===== config.mk =====
export PLATFORM = sky130hd
export DESIGN_NAME = dcache_ctrl
export DESIGN_NICKNAME = d
export VERILOG_FILES = /design/src/rtl/dcache_pkg.sv /design/src/rtl/dcache_line_ram.sv /design/src/rtl/dcache_ctrl.sv
export SDC_FILE = /design/constraint.sdc
export NUM_CORES = 1
export LEC_CHECK = 0
export ABC_AREA = 1
export CAP_MARGIN = 20
export CORE_UTILIZATION = 53
export CTS_CLUSTER_DIAMETER = 150
export DETAILED_ROUTE_END_ITERATION = 7
export GPL_ROUTABILITY_DRIVEN = 0
export PLACE_DENSITY = 0.71
export SLEW_MARGIN = 20
export SYNTH_ARGS = -nofsm -noshare
export SYNTH_HDL_FRONTEND = slang
export SYNTH_SLANG_ARGS = --single-unit

===== constraint.sdc =====
create_clock -name clk -period 3.8 [get_ports clk]
set_input_delay 0.57 -clock clk [delete_from_list [all_inputs] [get_ports clk]]
set_output_delay 0.57 -clock clk [all_outputs]
set_load 0.02 [all_outputs]

===== src/rtl/dcache_pkg.sv =====
// Shared definitions for the direct-mapped write-through data cache.
// Provides the controller state encoding and the address field width helpers
// used to split a word address into tag / index / offset.
package dcache_pkg;

    localparam int ADDR_W = 16;
    localparam int DATA_W = 16;

    typedef enum logic [1:0] {
        S_IDLE  = 2'd0,
        S_FILL  = 2'd1,
        S_WRITE = 2'd2
    } state_e;

    function automatic int off_bits(input int words);
        return $clog2(words);
    endfunction

    function automatic int idx_bits(input int lines);
        return $clog2(lines);
    endfunction

    function automatic int tag_bits(input int lines, input int words);
        return ADDR_W - $clog2(lines) - $clog2(words);
    endfunction

endpackage


===== src/rtl/dcache_line_ram.sv =====
// Valid/tag/data storage for the data cache, one line per index.
// Combinational read of the indexed line (valid, tag, one word); synchronous
// single-word write, tag write that also sets valid, and a valid clear on rst_i.
// Ports: clk_i/rst_i; idx_i selects the line for both read and write;
//        rd_off_i/rd_*_o read port; wr_en_i/wr_off_i/wr_data_i word write;
//        tag_wr_i/tag_i commit tag + valid; inval_i clears the line's valid.
module dcache_line_ram
    import dcache_pkg::*;
#(
    parameter int LINES = 8,
    parameter int WORDS = 4
) (
    input  logic                            clk_i,
    input  logic                            rst_i,
    input  logic [idx_bits(LINES)-1:0]      idx_i,
    input  logic [off_bits(WORDS)-1:0]      rd_off_i,
    output logic                            rd_valid_o,
    output logic [tag_bits(LINES,WORDS)-1:0] rd_tag_o,
    output logic [DATA_W-1:0]               rd_data_o,
    input  logic                            wr_en_i,
    input  logic [off_bits(WORDS)-1:0]      wr_off_i,
    input  logic [DATA_W-1:0]               wr_data_i,
    input  logic                            tag_wr_i,
    input  logic [tag_bits(LINES,WORDS)-1:0] tag_i,
    input  logic                            inval_i
);

    localparam int TAG_W = tag_bits(LINES, WORDS);

    logic [LINES-1:0]  valid_q;
    logic [TAG_W-1:0]  tag_q  [LINES];
    logic [DATA_W-1:0] data_q [LINES][WORDS];

    // Only valid bits are reset; tag/data contents are don't-care while invalid.
    always_ff @(posedge clk_i) begin
        if (rst_i) begin
            valid_q <= '0;
        end else if (tag_wr_i) begin
            valid_q[idx_i] <= 1'b1;
        end else if (inval_i) begin
            valid_q[idx_i] <= 1'b0;
        end
    end

    always_ff @(posedge clk_i) begin
        if (wr_en_i) begin
            data_q[idx_i][wr_off_i] <= wr_data_i;
        end
        if (tag_wr_i) begin
            tag_q[idx_i] <= tag_i;
        end
    end

    assign rd_valid_o = valid_q[idx_i];
    assign rd_tag_o   = tag_q[idx_i];
    assign rd_data_o  = data_q[idx_i][rd_off_i];

endmodule


===== src/rtl/dcache_ctrl.sv =====
// Direct-mapped, write-through, no-write-allocate data cache controller.
// Read hits return data combinationally with hit_out=1; misses fill the whole
// line from main memory (WORDS acks) and hit on the following IDLE cycle;
// stores always write through and complete with hit_out=1 in the ack cycle.
// Ports: clk/rst; addr_in/wdata_in/MemRead_in/MemWrite_in from EX/MEM;
//        hit_out/rdata_out back to the pipeline; mem_* to main data memory.
module dcache_ctrl
    import dcache_pkg::*;
#(
    parameter int LINES = 8,
    parameter int WORDS = 4
) (
    input  logic              clk,
    input  logic              rst,
    input  logic [ADDR_W-1:0] addr_in,
    input  logic [DATA_W-1:0] wdata_in,
    input  logic              MemRead_in,
    input  logic              MemWrite_in,
    output logic              hit_out,
    output logic [DATA_W-1:0] rdata_out,
    output logic              mem_req,
    output logic              mem_we,
    output logic [ADDR_W-1:0] mem_addr,
    output logic [DATA_W-1:0] mem_wdata,
    input  logic [DATA_W-1:0] mem_rdata,
    input  logic              mem_ack
);

    localparam int OFF_W = off_bits(WORDS);
    localparam int IDX_W = idx_bits(LINES);
    localparam int TAG_W = tag_bits(LINES, WORDS);
    localparam logic [OFF_W-1:0] LAST_WORD = OFF_W'(WORDS - 1);

    state_e           state_q, state_d;
    logic [OFF_W-1:0] cnt_q, cnt_d;

    logic [OFF_W-1:0]  off_f;
    logic [IDX_W-1:0]  idx_f;
    logic [TAG_W-1:0]  tag_f;

    logic              rd_valid;
    logic [TAG_W-1:0]  rd_tag;
    logic [DATA_W-1:0] rd_data;
    logic              lu_hit;

    logic              wr_en;
    logic [OFF_W-1:0]  wr_off;
    logic [DATA_W-1:0] wr_data;
    logic              tag_wr;
    logic              inval;

    assign off_f = addr_in[OFF_W-1:0];
    assign idx_f = addr_in[OFF_W +: IDX_W];
    assign tag_f = addr_in[ADDR_W-1 -: TAG_W];

    dcache_line_ram #(
        .LINES (LINES),
        .WORDS (WORDS)
    ) u_line_ram (
        .clk_i      (clk),
        .rst_i      (rst),
        .idx_i      (idx_f),
        .rd_off_i   (off_f),
        .rd_valid_o (rd_valid),
        .rd_tag_o   (rd_tag),
        .rd_data_o  (rd_data),
        .wr_en_i    (wr_en),
        .wr_off_i   (wr_off),
        .wr_data_i  (wr_data),
        .tag_wr_i   (tag_wr),
        .tag_i      (tag_f),
        .inval_i    (inval)
    );

    assign lu_hit = rd_valid && (rd_tag == tag_f);

    always_comb begin
        state_d   = state_q;
        cnt_d     = cnt_q;
        hit_out   = 1'b0;
        rdata_out = '0;
        mem_req   = 1'b0;
        mem_we    = 1'b0;
        mem_addr  = '0;
        mem_wdata = '0;
        wr_en     = 1'b0;
        wr_off    = off_f;
        wr_data   = wdata_in;
        tag_wr    = 1'b0;
        inval     = 1'b0;

        case (state_q)
            S_IDLE: begin
                if (MemWrite_in) begin
                    state_d = S_WRITE;
                end else if (MemRead_in) begin
                    if (lu_hit) begin
                        hit_out   = 1'b1;
                        rdata_out = rd_data;
                    end else begin
                        // Drop the old line now so a refill in progress can
                        // never be mistaken for valid data under the old tag.
                        inval   = 1'b1;
                        cnt_d   = '0;
                        state_d = S_FILL;
                    end
                end else begin
                    hit_out = 1'b1;
                end
            end

            S_FILL: begin
                mem_req  = 1'b1;
                mem_addr = {tag_f, idx_f, cnt_q};
                if (mem_ack) begin
                    wr_en   = 1'b1;
                    wr_off  = cnt_q;
                    wr_data = mem_rdata;
                    cnt_d   = cnt_q + 1'b1;
                    if (cnt_q == LAST_WORD) begin
                        tag_wr  = 1'b1;
                        state_d = S_IDLE;
                    end
                end
            end

            S_WRITE: begin
                mem_req   = 1'b1;
                mem_we    = 1'b1;
                mem_addr  = addr_in;
                mem_wdata = wdata_in;
                if (mem_ack) begin
                    hit_out = 1'b1;
                    // No allocate: only refresh a line that already holds it.
                    wr_en   = lu_hit;
                    state_d = S_IDLE;
                end
            end

            default: begin
                state_d = S_IDLE;
            end
        endcase
    end

    always_ff @(posedge clk) begin
        if (rst) begin
            state_q <= S_IDLE;
            cnt_q   <= '0;
        end else begin
            state_q <= state_d;
            cnt_q   <= cnt_d;
        end
    end

endmodule


==> results.md <==
- Status: complete, no violations
- Mapped cell area: 24100 um2
- Total power: 0.0142 W
- H-tree depth: 2
- Hold buffer count at cts: 0
- Crit path kind: in2out
- Tmin final: 3.58 ns
- Post-synth cell types: 38
- Cts bufs inserted: 58
- Max-cap violations: 0
- DIE WIDTH: 215 um
- Global-route wire length before repair: 94.9 mm
- Number of synthesized flops with an enable pin: 600
- DRC viols: 0
- Syn Area/Cell: 13.5 um2
- Peak Freq: 279 MHz
- Register area share after synthesis: 75.8%
- Synth area leader: edfxtp_1
- Final std cells w/o fill: 2720
- Drt first pass iters: 5
- Clk slew on worst S/H paths: 0.06 ns
- Port Buffers: 103
- Dpl cells: 2619
- Slew margin rel.: 47.3%
- CTS root buffer: clkbuf_16
- Post-DP Area: 27500 um2
- Max-slew violations: 0
- Post-DRT Antenna Nets: 0
- Ys flop type: edfxtp_1
- Worst hold path type: reg2reg
- Final instance area: 29300 um2
- Most frequent cell after synthesis: edfxtp_1
- Syn Nets: 1846
- R2r setup slk: 0.79 ns
- Clk_skew: 0.0208 ns
- Crit share post-route: 94.3%
- TritonCTS clock tree: built
- ANT cells: 0
- Synth top cells by count: 600 x edfxtp_1, 284 x nand2_1, 209 x nor2_1
- Vias: 16100
- Core area: 44500 um2
- Worst Path Required: 3.23 ns
- Gr usage total: 27.6%
- TritonCTS Sinks: 612
- FP Rows: 77
- Share of cells above drive strength 1: 18.1%
- Die Area: 46300 um2
- Synth area leaders: edfxtp_1 75%, nand2_1 4.4%, o22ai_1 4.2%
- CP Data Arrival Time: 3.01 ns
- CP Max Fanout: 18
- Crit path capture type: primary output
- Final setup viols: 0
- Synthesis-stage register bit count: 612
- Vias in the first global route: 16000
- Ys Warns: 0
- Initial DRC Count: 1753
- Clk Latency, worst-skew pair: 0.62 ns
- Drt wl/cell: 23.5 um
- Worst Tran Pin Value: 0.791 ns
- Power Density: 486 nW/um2
- Layout fillers: 3152
- Drt via density: 5.92
- Endpoints failing hold: 0
- Initial Utilization: 54.1%
- Leakage power: 10.5 nW
- Post-DP HPWL: 40.1 mm
- Yosys top cell area share: 74.8%
- Clock Tree Buf Depth: 3
- Pin count of the biggest net entering global routing: 41
- Nets: 2144
- Post-Route WL: 64.0 mm
- Area grow syn2layout: 21.8%
- GRT overflow: 0
- Post-CTS Setup Repair Bufs: 0
- Startpoint class of the critical path: input port
- Top Ports: 104
- Worst IR Drop VDD: 0.000433 V
- Ys async rst share: 0%
- Mapped Cells: 1789
- RSZ-0062 raised after global routing: no
- Die Ht: 215 um
- Antenna violations before repair: 0
- Fin util: 65.9%
==> cell type report <==
class	instances	area [um2]	share of cell area, %
multi-input combinational	956	4960	16.9
timing repair buffer	331	3110	10.6
tap	592	741	2.53
clock buffer	78	1580	5.38
inverter	128	483	1.65
sequential	612	18300	62.2
clock inverter	23	203	0.691
==> what timing repair did <==
| item | 4_1_cts | 5_1_grt |
|---|---|---|
| pin swaps | 2 | 0 |
| resized for setup | 37 | 19 |
| endpoints found under the setup margin | 17 | 17 |
==> worst max-delay path, cell delays in order <==
cell             delay (ns)
dlygate4sd2_1          0.40
buf_4                  0.19
nor2_4                 0.05
nand2_2                0.12
buf_12                 0.20
buf_4                  0.22
o22ai_1                0.09
nor2_1                 0.14
o2111ai_1              0.22
o211ai_1               0.26
nand3_1                0.12
nor2_1                 0.15
clkdlybuf4s15_2        0.28
==> where the power goes <==
group | internal (W) | switching, W
clock | 0.00310 | 0.00239
combinational | 0.000418 | 0.000807
sequential | 0.00753 | 0.0000103
total | 0.0110 | 0.00321
==> layer usage <==
metal / routed length [um] / vias up / GRT usage, %
li1: - / 7184 / -
met1: 24600 / 7876 / 36.5
met2: 30300 / 896 / 44.1
met3: 6760 / 138 / 6.67
met4: 2300 / 0 / 11.5
met5: 0 / - / 0
==> registers in the layout (all words and copies together) (netlist names), named ones only <==
register,count
u_line_ram.data_q,512
u_line_ram.tag_q,88
cnt_q,2
state_q,2
==> logic make-up (layout without fill, tap and decap cells) <==
group	after synthesis	count (layout)	synth area share, %
compound gates	307	307	8.73
flops	612	612	75.8
buf+inv	221	560	3.79
simple gates	645	645	11.5
fa+ha+maj	4	4	0.208
==> final timing paths <==
kind | start | endpoint | cells after the start
max | addr_in[3] | rdata_out[3] | 13
min | flip-flop | flip-flop | 2
max reg2reg | u_line_ram.tag_q[0][2] | u_line_ram.data_q[7][22] | 16
min reg2reg | flip-flop | flip-flop | 2
==> layout by cell type, fill, tap and decap left out, drive strengths merged <==
cell	netlist	routed
edfxtp	600	600
nand2	286	286
buf	27	229
nor2	213	213
o22ai	163	163
inv	125	127
clkbuf	66	85
clkdlybuf4s50	0	83
nand3	63	63
o211ai	45	45
o2111ai	40	40
or2	39	39
clkinv	3	21
o21ai	20	20
o22a	17	17
a21oi	15	15
dfxtp	12	12
nor3	11	11
nand4	10	10
nor4	10	10
clkdlybuf4s15	0	9
nor3b	8	8
o221ai	5	5
nand3b	5	5
ha	4	4
bufinv	0	3
dlygate4sd2	0	2
o21bai	1	1
a211oi	1	1
dlymetal6s2s	0	1
==> metrics by stage <==
step           hold slack (ns)  worst slack [ns]  setup TNS [ns]
5_1_grt                  0.492            0.0759               0
6_report                 0.465             0.216               0
4_1_cts                  0.468          0.000460               0
2_1_floorplan            0.440             0.709               0
3_5_place_dp             0.458            -0.309          -50.01
3_3_place_gp             0.450            -0.274          -33.07
No activity file was read; power rests on OpenSTA's default activity.
